### src/rtl/key_pkg.sv
// Shared definitions for the push-button front end and the key-event encoder.
package key_pkg;

  // Buttons are active-low; this is the released level.
  localparam logic KEY_IDLE = 1'b1;

  // 10 ms at 50 MHz.
  localparam int unsigned STABLE_CYCLES_DEFAULT = 500000;

  // Event codes understood by the downstream encoder.
  typedef enum logic [2:0] {
    NOP = 3'b000,
    K0  = 3'b100,
    K1  = 3'b101,
    K2  = 3'b110,
    K3  = 3'b111
  } key_event_e;

  // Per-key filter state.
  typedef enum logic {
    StStable,
    StCount
  } filt_state_e;

  // Counter width able to hold 0..stable inclusive.
  function automatic int unsigned cnt_width(input int unsigned stable);
    return $clog2(stable + 1);
  endfunction

endpackage

### src/rtl/debounce_cell.sv
// One key: synchroniser, stability counter, two-state filter, level and pulse registers.
module debounce_cell
  import key_pkg::*;
#(
  parameter int unsigned SYNC_STAGES   = 2,
  parameter int unsigned STABLE_CYCLES = STABLE_CYCLES_DEFAULT
) (
  input  logic clk_i,
  input  logic rst_i,
  input  logic key_raw_i,
  output logic key_o,
  output logic key_next_o,
  output logic press_o,
  output logic release_o
);

  localparam int unsigned CNT_W = cnt_width(STABLE_CYCLES);
  localparam logic [CNT_W-1:0] CNT_MAX = CNT_W'(STABLE_CYCLES);

  logic [SYNC_STAGES-1:0] sync_q;
  logic                   s;
  filt_state_e            state_q, state_d;
  logic [CNT_W-1:0]       cnt_q, cnt_d;
  logic                   level_q, level_d;
  logic                   press_q, press_d;
  logic                   release_q, release_d;
  logic                   accept;

  // Plain flop chain; only stage 0 sees the asynchronous pin.
  always_ff @(posedge clk_i or posedge rst_i) begin
    if (rst_i) begin
      sync_q <= {SYNC_STAGES{KEY_IDLE}};
    end else begin
      sync_q <= {sync_q[SYNC_STAGES-2:0], key_raw_i};
    end
  end

  assign s = sync_q[SYNC_STAGES-1];

  // Filter state, counter, level and pulse registers.
  always_ff @(posedge clk_i or posedge rst_i) begin
    if (rst_i) begin
      state_q   <= StStable;
      cnt_q     <= '0;
      level_q   <= KEY_IDLE;
      press_q   <= 1'b0;
      release_q <= 1'b0;
    end else begin
      state_q   <= state_d;
      cnt_q     <= cnt_d;
      level_q   <= level_d;
      press_q   <= press_d;
      release_q <= release_d;
    end
  end

  // A new level is accepted once the counter has reached the limit and s still differs.
  assign accept = (state_q == StCount) && (s != level_q) && (cnt_q == CNT_MAX);

  // Next-state: leave STABLE on any difference, return on a glitch or on acceptance.
  always_comb begin
    state_d = state_q;
    unique case (state_q)
      StStable: if (s != level_q) state_d = StCount;
      StCount:  if ((s == level_q) || accept) state_d = StStable;
      default:  state_d = StStable;
    endcase
  end

  // Outputs: counter update, level flip and the matching one-cycle pulse.
  always_comb begin
    cnt_d     = '0;
    level_d   = level_q;
    press_d   = 1'b0;
    release_d = 1'b0;
    unique case (state_q)
      StStable: begin
        if (s != level_q) cnt_d = CNT_W'(1);
      end
      StCount: begin
        if (s == level_q) begin
          cnt_d = '0;
        end else if (accept) begin
          cnt_d     = '0;
          level_d   = s;
          press_d   = ~s;
          release_d = s;
        end else begin
          cnt_d = cnt_q + CNT_W'(1);
        end
      end
      default: cnt_d = '0;
    endcase
  end

  assign key_o      = level_q;
  assign key_next_o = level_d;
  assign press_o    = press_q;
  assign release_o  = release_q;

endmodule

### src/rtl/key_debouncer.sv
// Push-button front end: N_KEYS independent debounce cells plus a registered any-pressed flag.
module key_debouncer
  import key_pkg::*;
#(
  parameter int unsigned N_KEYS        = 4,
  parameter int unsigned SYNC_STAGES   = 2,
  parameter int unsigned STABLE_CYCLES = STABLE_CYCLES_DEFAULT
) (
  input  logic              clk_i,
  input  logic              rst_i,
  input  logic [N_KEYS-1:0] key_raw_i,
  output logic [N_KEYS-1:0] key_o,
  output logic [N_KEYS-1:0] press_o,
  output logic [N_KEYS-1:0] release_o,
  output logic              any_pressed_o
);

  logic [N_KEYS-1:0] key_next;
  logic              any_pressed_q;

  for (genvar k = 0; k < N_KEYS; k++) begin : g_cell
    debounce_cell #(
      .SYNC_STAGES   (SYNC_STAGES),
      .STABLE_CYCLES (STABLE_CYCLES)
    ) u_cell (
      .clk_i      (clk_i),
      .rst_i      (rst_i),
      .key_raw_i  (key_raw_i[k]),
      .key_o      (key_o[k]),
      .key_next_o (key_next[k]),
      .press_o    (press_o[k]),
      .release_o  (release_o[k])
    );
  end

  // Built from the cells' next level so it updates in the same cycle as key_o.
  always_ff @(posedge clk_i or posedge rst_i) begin
    if (rst_i) begin
      any_pressed_q <= 1'b0;
    end else begin
      any_pressed_q <= |(~key_next);
    end
  end

  assign any_pressed_o = any_pressed_q;

endmodule

### config.mk
export PLATFORM = sky130hd
export DESIGN_NAME = key_debouncer
export DESIGN_NICKNAME = d
export VERILOG_FILES = /design/src/rtl/key_pkg.sv /design/src/rtl/debounce_cell.sv /design/src/rtl/key_debouncer.sv
export SDC_FILE = /design/constraint.sdc
export NUM_CORES = 1
export LEC_CHECK = 0
export ABC_AREA = 0
export ABC_CLOCK_PERIOD_IN_PS = 2700
export BUFFER_PORTS_ARGS = -buffer_cell sky130_fd_sc_hd__buf_4
export CAP_MARGIN = 20
export CORE_AREA = 2 2 97 99
export DETAILED_ROUTE_END_ITERATION = 8
export DIE_AREA = 0 0 99 101
export PLACE_DENSITY_LB_ADDON = 0.1
export SLEW_MARGIN = 15
export SYNTH_ARGS = -nofsm -noshare
export SYNTH_HDL_FRONTEND = slang
export SYNTH_SLANG_ARGS = --single-unit
export TNS_END_PERCENT = 10
### constraint.sdc
create_clock -name clk_i -period 2.7 [get_ports clk_i]
set_input_delay 0.27 -clock clk_i [delete_from_list [all_inputs] [get_ports clk_i]]
set_output_delay 0.27 -clock clk_i [all_outputs]
set_load 0.005 [all_outputs]
### Yosys cells after proc, flatten, opt, wreduce, memory -nomap -nowiden

Index checks and enable logic that the tools add are counted.

* add/subtract/negate cells: 4
* equality and inequality tests: 12
* reductions and logical operators: 13
* bitwise operators: 9
* multiplexer cells: 64

Operators with widths (count)
* 2-to-1 mux 19 bit: 8
* case mux 19 bit (2 select lines): 4
* adder 19 x 1 -> 19 bit, second input constant: 4
* == test 19 bit, second input constant: 4
* 2-to-1 mux 1 bit: 48
* logical AND 1 bit: 8
* inverter 1 bit: 8
* case mux 1 bit (2 select lines): 4
* == test 1 bit: 4
* logical OR 1 bit: 4
* inequality test 1 bit: 4
* inverter 4 bit: 1
* OR reduction 4 bit: 1

* word-level logic and storage cells: 127
* register bits after elaboration: 101
* output and inout port bits: 13

### Longest topological paths before layout

* depth after elaboration: 8
* depth in mapped cells: 8
* gate-level depth less buffers: 7

### Hierarchy

A second synthesis with hierarchy kept.

* cell total of the unflattened synthesis: 479
* area, all modules: 5019.8 µm²

Modules (own cells, without submodules)
* debounce_cell: instances 4, cells each 119, area an instance 1246.2 µm²
* key_debouncer: instances 1, cells each 3, area an instance 35.0 µm²

### Worst setup path before layout

Ideal clock, no wire load.

* path type: reg-to-reg
* start point: register g_cell[3].u_cell.cnt_q[0]
* end point: register any_pressed_q, in the netlist any_pressed_o
* slack: 0.812 ns
* data required time: 2.630 ns
* cell stages (with the launch flop): 8
* clock period less this slack: 1.888 ns
* data arrival time: 1.818 ns
* library setup time: 0.070 ns
* path buffers: 0
* path through: dfrtp_1 > inv_1 > ha_1 > and4b_1 > nand4_1 > or4_4 > mux2_4 > nand4_2

* cells in the longest elaborated chain, start to end: 7

RTL lines
* start: declaration: line debounce_cell.sv:23 `logic [CNT_W-1:0] cnt_q, cnt_d;`
* start signal: assignment: line debounce_cell.sv:50 `cnt_q <= cnt_d;`
* == test 19 bit: line debounce_cell.sv:58 `assign accept = (state_q == StCount) && (s != level_q) && (cnt_q == CNT_MAX);`
* logical AND 1 bit: line debounce_cell.sv:58
* 2-to-1 mux 1 bit: line debounce_cell.sv:83 `end else if (accept) begin`
* 2-to-1 mux 1 bit: line debounce_cell.sv:81 `if (s == level_q) begin`
* 2-to-1 mux 1 bit: line debounce_cell.sv:76 `unique case (state_q)`
* via g_cell[3].u_cell.key_next_o: line debounce_cell.sv:12 `output logic key_next_o,`
* inverter 4 bit: line key_debouncer.sv:41 `any_pressed_q <= |(~key_next);`
* OR reduction 4 bit: line key_debouncer.sv:41
* end signal: assignment: line key_debouncer.sv:41
* end: declaration: line key_debouncer.sv:19 `logic any_pressed_q;`

The timed path passes the listed nets, and every way through them passes these cells.

### Worst setup path in the final report

Same ends and word-level chain as after synthesis.

==> summary.txt <==
Synth
  • Cell taking the most area after synthesis: dfrtp_1
  • Synthesized net count: 467
  • Warnings from Yosys: 0
  • Average instance area after synthesis: 10.5 um2
  • EDFF count, synth: 0
  • Share of flip-flops with an asynchronous set or reset: 100%
  • Largest cells by area after synthesis: dfrtp_1 (47%), xor2_1 (7.4%), nor2_1 (7.3%), dfstp_2 (6.6%), xnor2_1 (5.9%)
  • Flop and latch count out of synthesis: 101
  • Gate count after technology mapping: 453
  • Distinct cell type count after synthesis: 43
  • Most used DFF post-synth: dfrtp_1
  • Post-synthesis cell area: 4760 um2
  • Top-area cell type share of the netlist area: 46.8%
  • Sequential element share of the synthesized area: 53.4%

CTS
  • Clock root buffer: clkbuf_8
  • Resize count post-CTS: 0
  • Clock buffer depth: 2
  • Number of CTS-inserted buffers: 9
  • CTS clk-pin slew, worst paths: 90 ps
  • TritonCTS clock tree: yes
  • Setup repair bufs after CTS: 0
  • CTS Sinks: 101
  • Clock latency of the later-clocked register in the worst-skew pair: 360 ps
  • CTS H-Tree Depth: 3

Pwr
  • Leak: 0.00220 uW
  • Highest ir drop seen on vdd: 0.000255 V
  • Power Density: 516 nW/um2

Global routing
  • Remaining Overflow, GRT: 0
  • Via count of the first global-routing pass: 2933
  • Global-route total usage across every layer: 17.9%
  • Initial antenna violation count: 0
  • Largest net degree at the start of global routing: 53
  • First-pass GRT wire length: 14.1 mm

Timing
  • Tightest Pin Transition: 744 ps
  • Sum of negative setup slack: 0 ps
  • Final Hold Vio Count: 0
  • Final setup fails: 0
  • Max Transition Viols Final: 0
  • Setup repair after global routing missed its margin: false
  • Post-route minimum period: 2000 ps
  • Remaining max-slew budget at the tightest pin: 49.9%
  • Final period utilization: 74.1%
  • Top achievable clock speed: 500 MHz
  • Largest clock skew in the final design: 7.89 ps

Worst setup path
  • Startpoint of the worst register-to-register path: g_cell[3].u_cell.cnt_q[0]
  • Reg2Reg Setup Slack: 700 ps
  • Data arrival, critical path: 2300 ps
  • Category of the most critical setup path: reg -> reg
  • Worst reg2reg path depth: 7
  • Biggest fanout along the worst timing path: 5
  • Endpoint class of the critical path: flip-flop
  • Required time at the worst-slack endpoint: 2990 ps
  • Reg-to-reg endpoint: any_pressed_o
  • Kind of start point of the critical path: flip-flop

Detailed routing
  • Starting DRC count in detailed routing: 79
  • Count of unresolved DRC violations after routing: 0
  • Length of the first detailed-routing pass in iterations: 4
  • Vias per inst: 5.18
  • Wire length per cell: 13.6 um
  • Remaining antenna violation count after routing: 0
  • Final wirelength: 8.04 mm
  • Count of vias placed by the detailed router: 3055

Placement
  • Placed Instance Area: 4970 um2
  • GP Congestion: 0.769
  • Placed Cells: 569
  • Number of I/O port buffers: 18
  • Half-perimeter wire length after detailed placement: 5.63 mm

Min path
  • Hold Crit Start: g_cell[0].u_cell.sync_q[0]
  • Hold Path Depth: 0
  • Worst hold endpoint: g_cell[0].u_cell.sync_q[1]
  • Hold/Removal Path Class: reg -> reg

Final layout
  • Utilization of the core after routing: 58.4%
  • Post-route cell area: 5240 um2
  • Number of nets at the end of the flow: 488
  • Fraction of final layout cells with drive strength greater than 1: 13.6%
  • Number of diodes: 0
  • Non-filler instance count after layout: 590
  • Area added between synthesis and finish: 10.1%

Floorplan
  • Die width: 99 um
  • Std cell rows: 35
  • Vertical die dimension: 101 um
  • Initial core utilization: 53.0%
  • Num ports: 19
  • Die area: 10000 um2
  • Area of the core: 8980 um2

Status
  • Outcome: completed

Flow run
  • Max cap viols: 0
placed cells by master, fill, tap and decap left out, drive strengths merged, types with 2 or more instances in the layout:
cell	count
dfstp	12
dfrtp	89
nor3	12
clkinv	2
a211oi	2
and4	7
ha	8
and2	3
bufinv	2
nor2	92
nor4bb	2
and3	9
and4b	2
nor3b	4
nor4b	3
nand4	20
xor2	40
inv	20
a21boi	2
xnor2	32
nand3	31
nand2	22
dlygate4sd3	5
buf	23
mux2	4
nor4	5
and3b	4
clkbuf	11
power by group:
| part | internal [uW] | leakage [uW] | total (uW) | switching, uW |
|---|---|---|---|---|
| clock network | 552 | 0.000114 | 1060 | 508 |
| logic | 34.6 | 0.000736 | 96.7 | 62.1 |
| registers | 1530 | 0.00135 | 1550 | 16.7 |
worst max-delay path by stage:
stage | startpoint | to | slack (ps) | depth (start not counted)
4_1_cts | g_cell[3].u_cell.cnt_q[0] | any_pressed_o | 670 | 7
5_1_grt | g_cell[0].u_cell.cnt_q[0] | g_cell[0].u_cell.cnt_q[3] | 540 | 8
3_3_place_gp | g_cell[3].u_cell.cnt_q[0] | any_pressed_o | 730 | 7
6_report | g_cell[3].u_cell.cnt_q[0] | any_pressed_o | 700 | 7
3_5_place_dp | g_cell[3].u_cell.cnt_q[0] | any_pressed_o | 700 | 7
2_1_floorplan | g_cell[3].u_cell.cnt_q[0] | any_pressed_o | 810 | 7
timing repair:
item	4_1_cts	5_1_grt
endpoints found under the setup margin	0	0
hold buffers	5	0
hold endpoints to repair	24	0
layout make-up:
cell class	instances	area, um2
Clock inverter	5	82.6
Tap cell	111	139
Multi-Input combinational cell	314	2020
Inverter	20	78.8
Timing Repair Buffer	28	235
Clock buffer	11	141
Sequential cell	101	2540
Fill cell	778	3730
per-layer routing:
metal	vias up	part of all wire (%)	GRT usage, %
li1	1551	-	-
met1	1466	50	25.0
met2	32	46	26.8
met3	6	2.9	5.96
met4	0	0.80	4.74
met5	-	0	0
registers in the layout (all words and copies together) (netlist names):
register	cells
any_pressed_o	1
g_cell.u_cell.release_o	4
g_cell.u_cell.press_o	4
g_cell.u_cell.key_o	4
g_cell.u_cell.cnt_q	76
g_cell.u_cell.sync_q	8
g_cell.u_cell.state_q	4
critical path: stages, from the launching register on:
cell,delay [ps]
dfrtp_1,430
inv_1,70
ha_1,130
and4b_1,190
nand4_1,130
or4_4,570
mux2_4,330
nand4_2,90
cell usage after synthesis (9+ instances only):
cell type  instances
nor2_1            92
dfrtp_1           89
xor2_1            40
xnor2_1           32
nand3_1           31
nand2_1           22
inv_1             20
nand4_1           19
buf_4             13
dfstp_2           12
nor3_1            12
and3_1             9
metrics by stage:
| stage | power (uW) | hold WS (ps) | worst slack [ps] |
|---|---|---|---|
| 2_1_floorplan | 1640 | 274 | 812 |
| 3_3_place_gp | 1670 | 348 | 731 |
| 3_5_place_dp | 1670 | 347 | 697 |
| 4_1_cts | 2760 | 361 | 669 |
| 5_1_grt | 2830 | 369 | 541 |
| 6_report | 2710 | 360 | 698 |
cells by family after synthesis:
logic type,after synthesis,share of synthesized area (%)
simple gates,224,24.6
compound gates,6,1.55
flops,101,53.4
buf+inv,38,4.07
xor+xnor,72,13.2
fa+ha+maj,8,2.10
mux,4,1.03
Power figures use the tool's default switching activity.
